### config.mk
export PLATFORM = sky130hd
export DESIGN_NAME = ps2_keyb_matrix
export DESIGN_NICKNAME = d
export VERILOG_FILES = /design/src/rtl/ps2_pkg.sv /design/src/rtl/ps2_keymap.sv /design/src/rtl/ps2_keyb_matrix.sv
export SDC_FILE = /design/constraint.sdc
export NUM_CORES = 1
export LEC_CHECK = 0
export CAP_MARGIN = 15
export CELL_PAD_IN_SITES_DETAIL_PLACEMENT = 1
export CELL_PAD_IN_SITES_GLOBAL_PLACEMENT = 1
export CORE_MARGIN = 1
export CORE_UTILIZATION = 40
export CTS_CLUSTER_SIZE = 20
export DETAILED_ROUTE_END_ITERATION = 6
export PLACE_DENSITY = 0.75
export RECOVER_POWER = 50
export SETUP_SLACK_MARGIN = 0.4
export SLEW_MARGIN = 25
export SYNTH_ARGS = -nofsm -noshare
export SYNTH_HDL_FRONTEND = slang
export SYNTH_SLANG_ARGS = --single-unit
### constraint.sdc
create_clock -name clock -period 2.6 [get_ports clock]
set_clock_uncertainty 0.2 [all_clocks]
set_input_delay 0.26 -clock clock [delete_from_list [all_inputs] [get_ports clock]]
set_output_delay 0.26 -clock clock [all_outputs]
set_load 0.1 [all_outputs]
### src/rtl/ps2_pkg.sv
// Shared types and constants for the PS/2 keyboard matrix controller:
// parser states, prefix bytes, ignored codes and matrix geometry.
package ps2_pkg;

  localparam int ROWS = 10;
  localparam int COLS = 8;

  typedef enum logic [2:0] {
    ST_IDLE   = 3'd0,
    ST_EXT    = 3'd1,
    ST_BRK    = 3'd2,
    ST_EXTBRK = 3'd3,
    ST_SKIP   = 3'd4
  } ps2_state_e;

  localparam logic [7:0] SC_E0 = 8'hE0;
  localparam logic [7:0] SC_E1 = 8'hE1;
  localparam logic [7:0] SC_F0 = 8'hF0;
  localparam logic [7:0] SC_AA = 8'hAA;
  localparam logic [7:0] SC_FAKE_LSHIFT = 8'h12;
  localparam logic [7:0] SC_FAKE_RSHIFT = 8'h59;

  // Remaining Pause bytes after the leading E1
  localparam logic [2:0] SKIP_LEN = 3'd7;

  typedef struct packed {
    logic       hit;
    logic [3:0] row;
    logic [2:0] col;
  } km_entry_t;

  // Keyboard status / ack bytes that never describe a key
  function automatic logic is_ignored(input logic [7:0] c);
    case (c)
      8'hAA, 8'hFA, 8'hEE, 8'hFE, 8'h00, 8'hFF: is_ignored = 1'b1;
      default:                                  is_ignored = 1'b0;
    endcase
  endfunction

endpackage

### src/rtl/ps2_keymap.sv
// Registered 512-entry scancode ROM: {ext, code} -> {hit, row, col} of the
// 10x8 key matrix. Unmapped keys return hit=0.
module ps2_keymap
  import ps2_pkg::*;
(
  input  logic      clock,
  input  logic      reset,
  input  logic [8:0] key,
  output km_entry_t entry
);

  function automatic km_entry_t ent(input logic [3:0] r, input logic [2:0] c);
    ent = '{hit: 1'b1, row: r, col: c};
  endfunction

  km_entry_t lut_s;

  // Scancode to matrix position lookup
  always_comb begin
    lut_s = '{hit: 1'b0, row: 4'd0, col: 3'd0};
    case (key)
      9'h016: lut_s = ent(4'd0, 3'd0);  9'h01E: lut_s = ent(4'd0, 3'd1);  9'h026: lut_s = ent(4'd0, 3'd2);  9'h025: lut_s = ent(4'd0, 3'd3);
      9'h02E: lut_s = ent(4'd0, 3'd4);  9'h036: lut_s = ent(4'd0, 3'd5);  9'h03D: lut_s = ent(4'd0, 3'd6);  9'h03E: lut_s = ent(4'd0, 3'd7);
      9'h046: lut_s = ent(4'd1, 3'd0);  9'h045: lut_s = ent(4'd1, 3'd1);  9'h04E: lut_s = ent(4'd1, 3'd2);  9'h055: lut_s = ent(4'd1, 3'd3);
      9'h066: lut_s = ent(4'd1, 3'd4);  9'h05A: lut_s = ent(4'd1, 3'd5);  9'h076: lut_s = ent(4'd1, 3'd6);  9'h00D: lut_s = ent(4'd1, 3'd7);
      9'h015: lut_s = ent(4'd2, 3'd0);  9'h01D: lut_s = ent(4'd2, 3'd1);  9'h024: lut_s = ent(4'd2, 3'd2);  9'h02D: lut_s = ent(4'd2, 3'd3);
      9'h02C: lut_s = ent(4'd2, 3'd4);  9'h035: lut_s = ent(4'd2, 3'd5);  9'h03C: lut_s = ent(4'd2, 3'd6);  9'h043: lut_s = ent(4'd2, 3'd7);
      9'h044: lut_s = ent(4'd3, 3'd0);  9'h04D: lut_s = ent(4'd3, 3'd1);  9'h01C: lut_s = ent(4'd3, 3'd2);  9'h01B: lut_s = ent(4'd3, 3'd3);
      9'h023: lut_s = ent(4'd3, 3'd4);  9'h02B: lut_s = ent(4'd3, 3'd5);  9'h034: lut_s = ent(4'd3, 3'd6);  9'h033: lut_s = ent(4'd3, 3'd7);
      9'h03B: lut_s = ent(4'd4, 3'd0);  9'h042: lut_s = ent(4'd4, 3'd1);  9'h04B: lut_s = ent(4'd4, 3'd2);  9'h04C: lut_s = ent(4'd4, 3'd3);
      9'h01A: lut_s = ent(4'd4, 3'd4);  9'h022: lut_s = ent(4'd4, 3'd5);  9'h021: lut_s = ent(4'd4, 3'd6);  9'h02A: lut_s = ent(4'd4, 3'd7);
      9'h032: lut_s = ent(4'd5, 3'd0);  9'h031: lut_s = ent(4'd5, 3'd1);  9'h03A: lut_s = ent(4'd5, 3'd2);  9'h041: lut_s = ent(4'd5, 3'd3);
      9'h049: lut_s = ent(4'd5, 3'd4);  9'h04A: lut_s = ent(4'd5, 3'd5);  9'h029: lut_s = ent(4'd5, 3'd6);
      9'h012, 9'h059: lut_s = ent(4'd5, 3'd7);
      9'h014, 9'h114: lut_s = ent(4'd6, 3'd0);
      9'h011, 9'h111: lut_s = ent(4'd6, 3'd1);
      9'h058: lut_s = ent(4'd6, 3'd2);  9'h075: lut_s = ent(4'd6, 3'd3);  9'h072: lut_s = ent(4'd6, 3'd4);  9'h06B: lut_s = ent(4'd6, 3'd5);
      9'h074: lut_s = ent(4'd6, 3'd6);  9'h070: lut_s = ent(4'd6, 3'd7);
      9'h175: lut_s = ent(4'd7, 3'd0);  9'h172: lut_s = ent(4'd7, 3'd1);  9'h16B: lut_s = ent(4'd7, 3'd2);  9'h174: lut_s = ent(4'd7, 3'd3);
      9'h171: lut_s = ent(4'd7, 3'd4);  9'h170: lut_s = ent(4'd7, 3'd5);  9'h16C: lut_s = ent(4'd7, 3'd6);  9'h169: lut_s = ent(4'd7, 3'd7);
      9'h005: lut_s = ent(4'd8, 3'd0);  9'h006: lut_s = ent(4'd8, 3'd1);  9'h004: lut_s = ent(4'd8, 3'd2);  9'h00C: lut_s = ent(4'd8, 3'd3);
      9'h003: lut_s = ent(4'd8, 3'd4);  9'h00B: lut_s = ent(4'd8, 3'd5);  9'h083: lut_s = ent(4'd8, 3'd6);  9'h00A: lut_s = ent(4'd8, 3'd7);
      9'h001: lut_s = ent(4'd9, 3'd0);  9'h009: lut_s = ent(4'd9, 3'd1);  9'h078: lut_s = ent(4'd9, 3'd2);  9'h007: lut_s = ent(4'd9, 3'd3);
      9'h052: lut_s = ent(4'd9, 3'd4);  9'h054: lut_s = ent(4'd9, 3'd5);  9'h05B: lut_s = ent(4'd9, 3'd6);  9'h05D: lut_s = ent(4'd9, 3'd7);
      default: lut_s = '{hit: 1'b0, row: 4'd0, col: 3'd0};
    endcase
  end

  // ROM output register
  always_ff @(posedge clock or negedge reset) begin
    if (!reset) begin
      entry <= '{hit: 1'b0, row: 4'd0, col: 3'd0};
    end else begin
      entry <= lut_s;
    end
  end

endmodule

### src/rtl/ps2_keyb_matrix.sv
// PS/2 byte stream to 10x8 Lynx key matrix: prefix parser, keymap pipeline,
// matrix state and row read. Define KEYB_RESET_EN to build Ctrl+Alt+Del detection.
module ps2_keyb_matrix
  import ps2_pkg::*;
(
  input  logic       clock,
  input  logic       reset,
  input  logic       strb,
  input  logic [7:0] code,
  input  logic [3:0] row,
  output logic [7:0] cols,
  output logic       resetReq
);

  ps2_state_e state_r, state_s;
  logic [2:0] skip_r, skip_s;
  logic       armed_r;
  logic       strb_s;
  logic       ev_valid_s, ev_make_s, ev_ext_s, bat_s;
  logic       ev_valid_r, ev_make_r, bat_r;
  km_entry_t  km_s;
  logic [ROWS-1:0][COLS-1:0] matrix_r;

  // A strobe coinciding with reset release is dropped until armed_r is set
  assign strb_s = strb & armed_r;

  // Prefix parser: next state and event decode
  always_comb begin
    state_s    = state_r;
    skip_s     = skip_r;
    ev_valid_s = 1'b0;
    ev_make_s  = 1'b0;
    ev_ext_s   = 1'b0;
    bat_s      = 1'b0;
    if (strb_s) begin
      case (state_r)
        ST_IDLE: begin
          if (code == SC_E0) begin
            state_s = ST_EXT;
          end else if (code == SC_F0) begin
            state_s = ST_BRK;
          end else if (code == SC_E1) begin
            state_s = ST_SKIP;
            skip_s  = SKIP_LEN;
          end else if (code == SC_AA) begin
            bat_s = 1'b1;
          end else if (is_ignored(code)) begin
            state_s = ST_IDLE;
          end else begin
            ev_valid_s = 1'b1;
            ev_make_s  = 1'b1;
          end
        end
        ST_EXT: begin
          if (code == SC_F0) begin
            state_s = ST_EXTBRK;
          end else if ((code == SC_FAKE_LSHIFT) || (code == SC_FAKE_RSHIFT)) begin
            state_s = ST_IDLE;
          end else begin
            state_s    = ST_IDLE;
            ev_valid_s = 1'b1;
            ev_make_s  = 1'b1;
            ev_ext_s   = 1'b1;
          end
        end
        ST_BRK: begin
          state_s    = ST_IDLE;
          ev_valid_s = 1'b1;
        end
        ST_EXTBRK: begin
          state_s    = ST_IDLE;
          ev_valid_s = 1'b1;
          ev_ext_s   = 1'b1;
        end
        ST_SKIP: begin
          if (skip_r <= 3'd1) begin
            state_s = ST_IDLE;
            skip_s  = 3'd0;
          end else begin
            skip_s = skip_r - 3'd1;
          end
        end
        default: begin
          state_s = ST_IDLE;
          skip_s  = 3'd0;
        end
      endcase
    end else begin
      state_s = state_r;
    end
  end

  // Parser state and first pipeline stage
  always_ff @(posedge clock or negedge reset) begin
    if (!reset) begin
      state_r    <= ST_IDLE;
      skip_r     <= 3'd0;
      armed_r    <= 1'b0;
      ev_valid_r <= 1'b0;
      ev_make_r  <= 1'b0;
      bat_r      <= 1'b0;
    end else begin
      state_r    <= state_s;
      skip_r     <= skip_s;
      armed_r    <= 1'b1;
      ev_valid_r <= ev_valid_s;
      ev_make_r  <= ev_make_s;
      bat_r      <= bat_s;
    end
  end

  ps2_keymap u_keymap (
    .clock (clock),
    .reset (reset),
    .key   ({ev_ext_s, code}),
    .entry (km_s)
  );

  // Key matrix: BAT releases everything, otherwise a mapped event updates one bit
  always_ff @(posedge clock or negedge reset) begin
    if (!reset) begin
      matrix_r <= '1;
    end else if (bat_r) begin
      matrix_r <= '1;
    end else if (ev_valid_r && km_s.hit && (km_s.row <= 4'd9)) begin
      matrix_r[km_s.row][km_s.col] <= ~ev_make_r;
    end
  end

  // Row-addressed column read; rows 10-15 read as released
  always_comb begin
    if (row <= 4'd9) begin
      cols = matrix_r[row];
    end else begin
      cols = 8'hFF;
    end
  end

`ifdef KEYB_RESET_EN
  logic ctrl_r, alt_r, del_r, rr_r;

  // Modifier flags follow make/break events directly from the parser
  always_ff @(posedge clock or negedge reset) begin
    if (!reset) begin
      ctrl_r <= 1'b0;
      alt_r  <= 1'b0;
      del_r  <= 1'b0;
    end else if (ev_valid_s) begin
      if (code == 8'h14) ctrl_r <= ev_make_s;
      if (code == 8'h11) alt_r  <= ev_make_s;
      if (ev_ext_s && (code == 8'h71)) del_r <= ev_make_s;
    end
  end

  // Registered Ctrl+Alt+Del request
  always_ff @(posedge clock or negedge reset) begin
    if (!reset) begin
      rr_r <= 1'b0;
    end else begin
      rr_r <= ctrl_r & alt_r & del_r;
    end
  end

  assign resetReq = rr_r;
`else
  assign resetReq = 1'b0;
`endif

endmodule

[Word-level counts from Yosys, hierarchy flattened]
Index checks and enable logic that the tools add are counted.
Storage, ports and cells
  word-level logic and storage cells: 200
  flip-flop bits (word level): 98
  output and inout port bits: 9
  input bits: 15
Operators by class
  equal/unequal tests: 103
  multiplexer cells: 50
  add/subtract/negate cells: 1
  reductions and logical operators: 16
  bitwise operators: 3
  $lt $le $gt $ge: 8
Operators by type and width (number)
  $pmux 8 s80: 1
  $eq 9x7->1 const B: 28
  $eq 9x6->1 const B: 23
  $mux 80: 2
  $eq 9x5->1 const B: 10
  $eq 9x9->1 const B: 10
  $bwmux 80: 1
  $eq 8x8->1 const B: 8
  $eq 9x4->1 const B: 5
  $eq 9x3->1 const B: 4
  $bmux 8 s4: 1
  $demux 8 s4: 1
  $mux 3: 10
  $mux 1: 24
  $mux 8: 3
  $pmux 3 s3: 2
  $lt 4x5->1 const B: 2
  $ne 5x5->1 const B: 2
  $eq 9x1->1 const B: 1
  $eq 9x2->1 const B: 1
  $eq 9x8->1 const B: 1
  $eq 8x5->1 const B: 1
  $eq 8x7->1 const B: 1
  $le 4x4->1 const B: 2
  25 further kinds: 37

[Longest topological paths before layout]
  word-level depth: 16
  depth in mapped cells: 10
  mapped depth without buffers: 8

[Modules after synthesis]
A second synthesis with hierarchy kept.
Second synthesis, totals
  cell total of the unflattened synthesis: 775
  area, all modules: 6857.8 um^2
Modules (own cells, without submodules)
  ps2_keyb_matrix: area an instance 5136.2 um^2, cells an instance 520, sequential area each 2352.3 um^2, times used 1
  ps2_keymap: area an instance 1721.7 um^2, cells an instance 255, sequential area each 200.2 um^2, times used 1

[Worst setup path before layout]
OpenSTA, ideal clock, no wires.
  path type: input -> output
  start: in row[0]
  end: out cols[6]
  stages: 6
  arrival time: 2.789 ns
  buffers on the path: 2
  setup slack: -0.649 ns
  required time: 2.140 ns
  cell sequence: clkbuf_1 buf_2 mux4_2 nor2b_1 a211oi_1 a21oi_1
Between the ends
  word-level cells in the longest chain between the ends: 3
  elaborated cells on any way between the ends: 4
  those cells by class: order compare (1); mux (3)
Ends and longest elaborated chain
  start, declared: RTL line ps2_keyb_matrix.sv:10  | input logic [3:0] row,
  $bmux 8 s4: RTL line ps2_keyb_matrix.sv:133  | cols = matrix_r[row];
  $mux 8 (implied by the code): RTL line ps2_keyb_matrix.sv:133
  $mux 8 (*): RTL line ps2_keyb_matrix.sv:132  | if (row <= 4'd9) begin
  end, declared: RTL line ps2_keyb_matrix.sv:11  | output logic [7:0] cols,
Every way passes the cells marked *; elsewhere a longest branch is shown, timed or not. The select of a mux whose other input is x is not followed.

[Final worst setup path]
  start: reg matrix_r[31] in the netlist's numbering
  end: out cols[7]
Between the ends
  word-level cells in the longest chain between the ends: 3
Ends and longest elaborated chain
  start, declared: RTL line ps2_keyb_matrix.sv:22  | logic [ROWS-1:0][COLS-1:0] matrix_r;
  start signal, assigned by index: RTL line ps2_keyb_matrix.sv:126  | matrix_r[km_s.row][km_s.col] <= ~ev_make_r;
  $bmux 8 s4: RTL line ps2_keyb_matrix.sv:133
  $mux 8 (implied by the code): RTL line ps2_keyb_matrix.sv:133
  $mux 8: RTL line ps2_keyb_matrix.sv:132
Every way passes these cells. The select of a mux whose other input is x is not followed.

==> metrics <==
Inserted Diodes 0; Clk Latency, worst-skew pair about 0.35 ns; combinational fraction of design power ~25%; crit end category output pin; Die X 131 um; DRC viols 0; part of the power in registers 43.1%; Initial DRC Count 395; CTS clk-pin slew, worst paths 0.07 ns; Mean Syn Cell Area 8.91 um2; vias per cell roughly 6.0; Clk network pwr share about a third; WHS 0.197 ns; first-pass GRT wire length 40900 um; final slew viol count 0; sw frac 30.9%; CTS Buffer Depth 2; Ports 24; Async SR Flop Fraction 100%; CTS tree done; Switch Pwr 1300 uW; CP max FO 2; R2R cell count 8; Fill cells 1837; die footprint 0.0173 mm2; post-DR wirelength/cell between 20 and 25 um; Critical Path Start matrix_r[31]$_DFFE_PN1P_; Final TNS setup 0 ns; Cell Area, Synth ~0.0067 mm2; status finished, final reports clean; Max Clock Freq between 400 and 500 MHz; Placer Congestion 0.939; Final Setup Violations 0; Synth top cells by count nor2_1 (117), nand2_1 (113), a211o_1 (80), dfstp_2 (80), clkbuf_1 (24); DIE HEIGHT 131 um; max-cap viol count 0; top-count cell post-synth nor2_1; Post-synth top flop dfstp_2; Mapped Cells 752; Hold WC Path Type in -> reg; area grow syn2layout 36.0%; synth top area cells dfstp_2 (31%), a211o_1 (10%), dfrtp_1 (6.7%); starting density of the core 41.6%; share of post-route cells with drive strength above 1 about two fifths; Pint a little under 3000 uW; Hold Violations, Final 0; Setup Crit Path Kind reg -> out; startpoint types register; Routed WL approximately 25000 um; critical path endpoint cols[7]; power per cell area 463 mW/mm2; Root Driver clkbuf_16; Worst R2R Start skip_r[1]$_DFFE_PN0P_; global-route usage over all layers between 30% and 40%; min Tclk post-route 2.44 ns; ANT nets after route 0; Synth Register Bits 98; Relative slew margins 26.0%; CTS Buf Count 9; H-tree depth 3; via count 6738; Tcrit/Tclk final 94.0%; unrepaired setup endpoints after global routing true; Layout Utilization between 50 and 60%; beginning of the worst hold path code[1]; library cells used by synthesis 81; Leak 0.00433 uW; Slew @ Worst Pin roughly 1.1 ns; YS warnings 0; register area share after synthesis 38.1%; Final #Nets 919; PortBufs 22; DRT Pass-1 Iters 5; area leader, netlist dfstp_2; Rows 46; flop2flop setup slack 0.42 ns; Peak VDD IR 307 uV; syn nets ~770; post-synth top area share 31.4%; GRT overflow 0; WP data required 2.14 ns; vias in the first global route 7494; Crit path arrival time 1.98 ns; PnR worst setup slack 0.156 ns; largest net degree at the start of global routing 81; initial antenna violation count 0; R2R Path End state_r[1]$_DFFE_PN0P_; Core ar. 0.0161 mm2; dpl ws -0.292 ns; number of synthesized flops with an enable pin 0; CTS Sinks 98; HPWL Detailed 18200 um
[layout by cell type (no fill, tap or decap), types with 4 or more instances in the layout]
cell / Yosys / final
nand4_1: 7 / 7
buf_4: 9 / 153
nor2_1: 117 / 116
buf_6: 2 / 7
nand3b_1: 4 / 4
and4b_1: 4 / 4
nor2b_2: 0 / 4
a22oi_1: 5 / 4
buf_12: 0 / 15
dlygate4sd2_1: 0 / 7
dfrtp_1: 18 / 14
a21oi_1: 20 / 12
mux2i_1: 9 / 9
clkbuf_16: 0 / 9
o21ai_1: 2 / 4
nand2_1: 113 / 113
a21oi_4: 0 / 8
nor4_1: 9 / 8
nor3_1: 16 / 15
inv_1: 8 / 7
o21ai_0: 17 / 14
dfrtp_2: 0 / 4
mux4_2: 16 / 16
a31oi_1: 12 / 10
nand2b_1: 17 / 12
o211ai_1: 6 / 6
dfstp_2: 80 / 80
nor2b_1: 22 / 17
a211oi_2: 0 / 7
a211o_1: 80 / 80
nand3_1: 14 / 13
[timing repair]
action | 4_1_cts | 5_1_grt
setup buffers | 16 | 8
resized for setup | 61 | 20
hold buffers | 1 | 0
endpoints found under the setup margin | 23 | 58
endpoints found under the hold margin | 9 | 0
pin swaps | 19 | 12
gates cloned | 1 | 1
[worst max-delay path: stages (launching register included)]
cell	delay [ns]
dfstp_2	0.37
mux4_2	0.50
nor2b_4	0.16
a211oi_2	0.22
buf_4	0.17
a21oi_4	0.03
buf_12	0.17
[sequential cells by signal (all words and copies together) (netlist names)]
signal / flops
ev_valid_r: 1
matrix_r: 80
ev_make_r: 1
u_keymap.entry: 8
state_r: 3
skip_r: 3
bat_r: 1
armed_r: 1
[kinds of logic after synthesis]
kind of cell    count (synthesis)  share of synthesized area, %
compound gates                190                          22.1
simple gates                  363                          26.9
mux                            28                          7.22
buf+inv                        65                          4.69
flops                          98                          38.1
fa+ha+maj                       2                         0.373
other cells                     2                         0.112
xor+xnor                        4                         0.523
[worst min-delay path by stage]
stage                             endpoint  slack [ns]  cells after the start
floorplan                armed_r$_DFF_PN0_       -0.24                      0
global placement    state_r[2]$_DFFE_PN0P_        0.09                      1
detailed placement  state_r[2]$_DFFE_PN0P_        0.11                      1
CTS                 state_r[2]$_DFFE_PN0P_        0.27                      2
global route        state_r[0]$_DFFE_PN0P_        0.21                      3
finish              state_r[0]$_DFFE_PN0P_        0.20                      3
[final cells by class]
type                            count  area, um2  area share, %
Multi-Input combinational cell    589       4240           46.5
Sequential cell                    98       2560           28.0
Timing Repair Buffer              196       1720           18.9
Tap cell                          216        270           2.96
Clock buffer                       10        239           2.62
Clock inverter                      6       57.6          0.631
Inverter                            8       30.0          0.329
[stage by stage]
| step | cell area, um2 | power, uW | instances |
|---|---|---|---|
| final | 9120 | 4220 | 1123 |
| after global routing | 9120 | 4380 | 1123 |
| after CTS | 9020 | 4220 | 1114 |
| after detailed placement | 8310 | 2810 | 1080 |
| after global placement | 8310 | 2760 | 1080 |
| after floorplan | 6840 | 2380 | 752 |
[per-layer routing]
metal	global-route usage [%]	vias to the layer above	part of all wire, %
met2	53.4	153	52
met5	0	-	0
met1	36.6	3471	41
met4	12.1	0	3.3
met3	3.97	55	3.1
li1	-	3059	-
[power groups by stage]
stage	Combinational (uW)	Sequential [uW]	Clock [uW]
after CTS	1030	1820	1370
after floorplan	575	1810	0
after detailed placement	969	1840	0
final	1050	1820	1350
after global routing	1110	1840	1430
after global placement	938	1820	0
(Power assumes the default switching activity.)
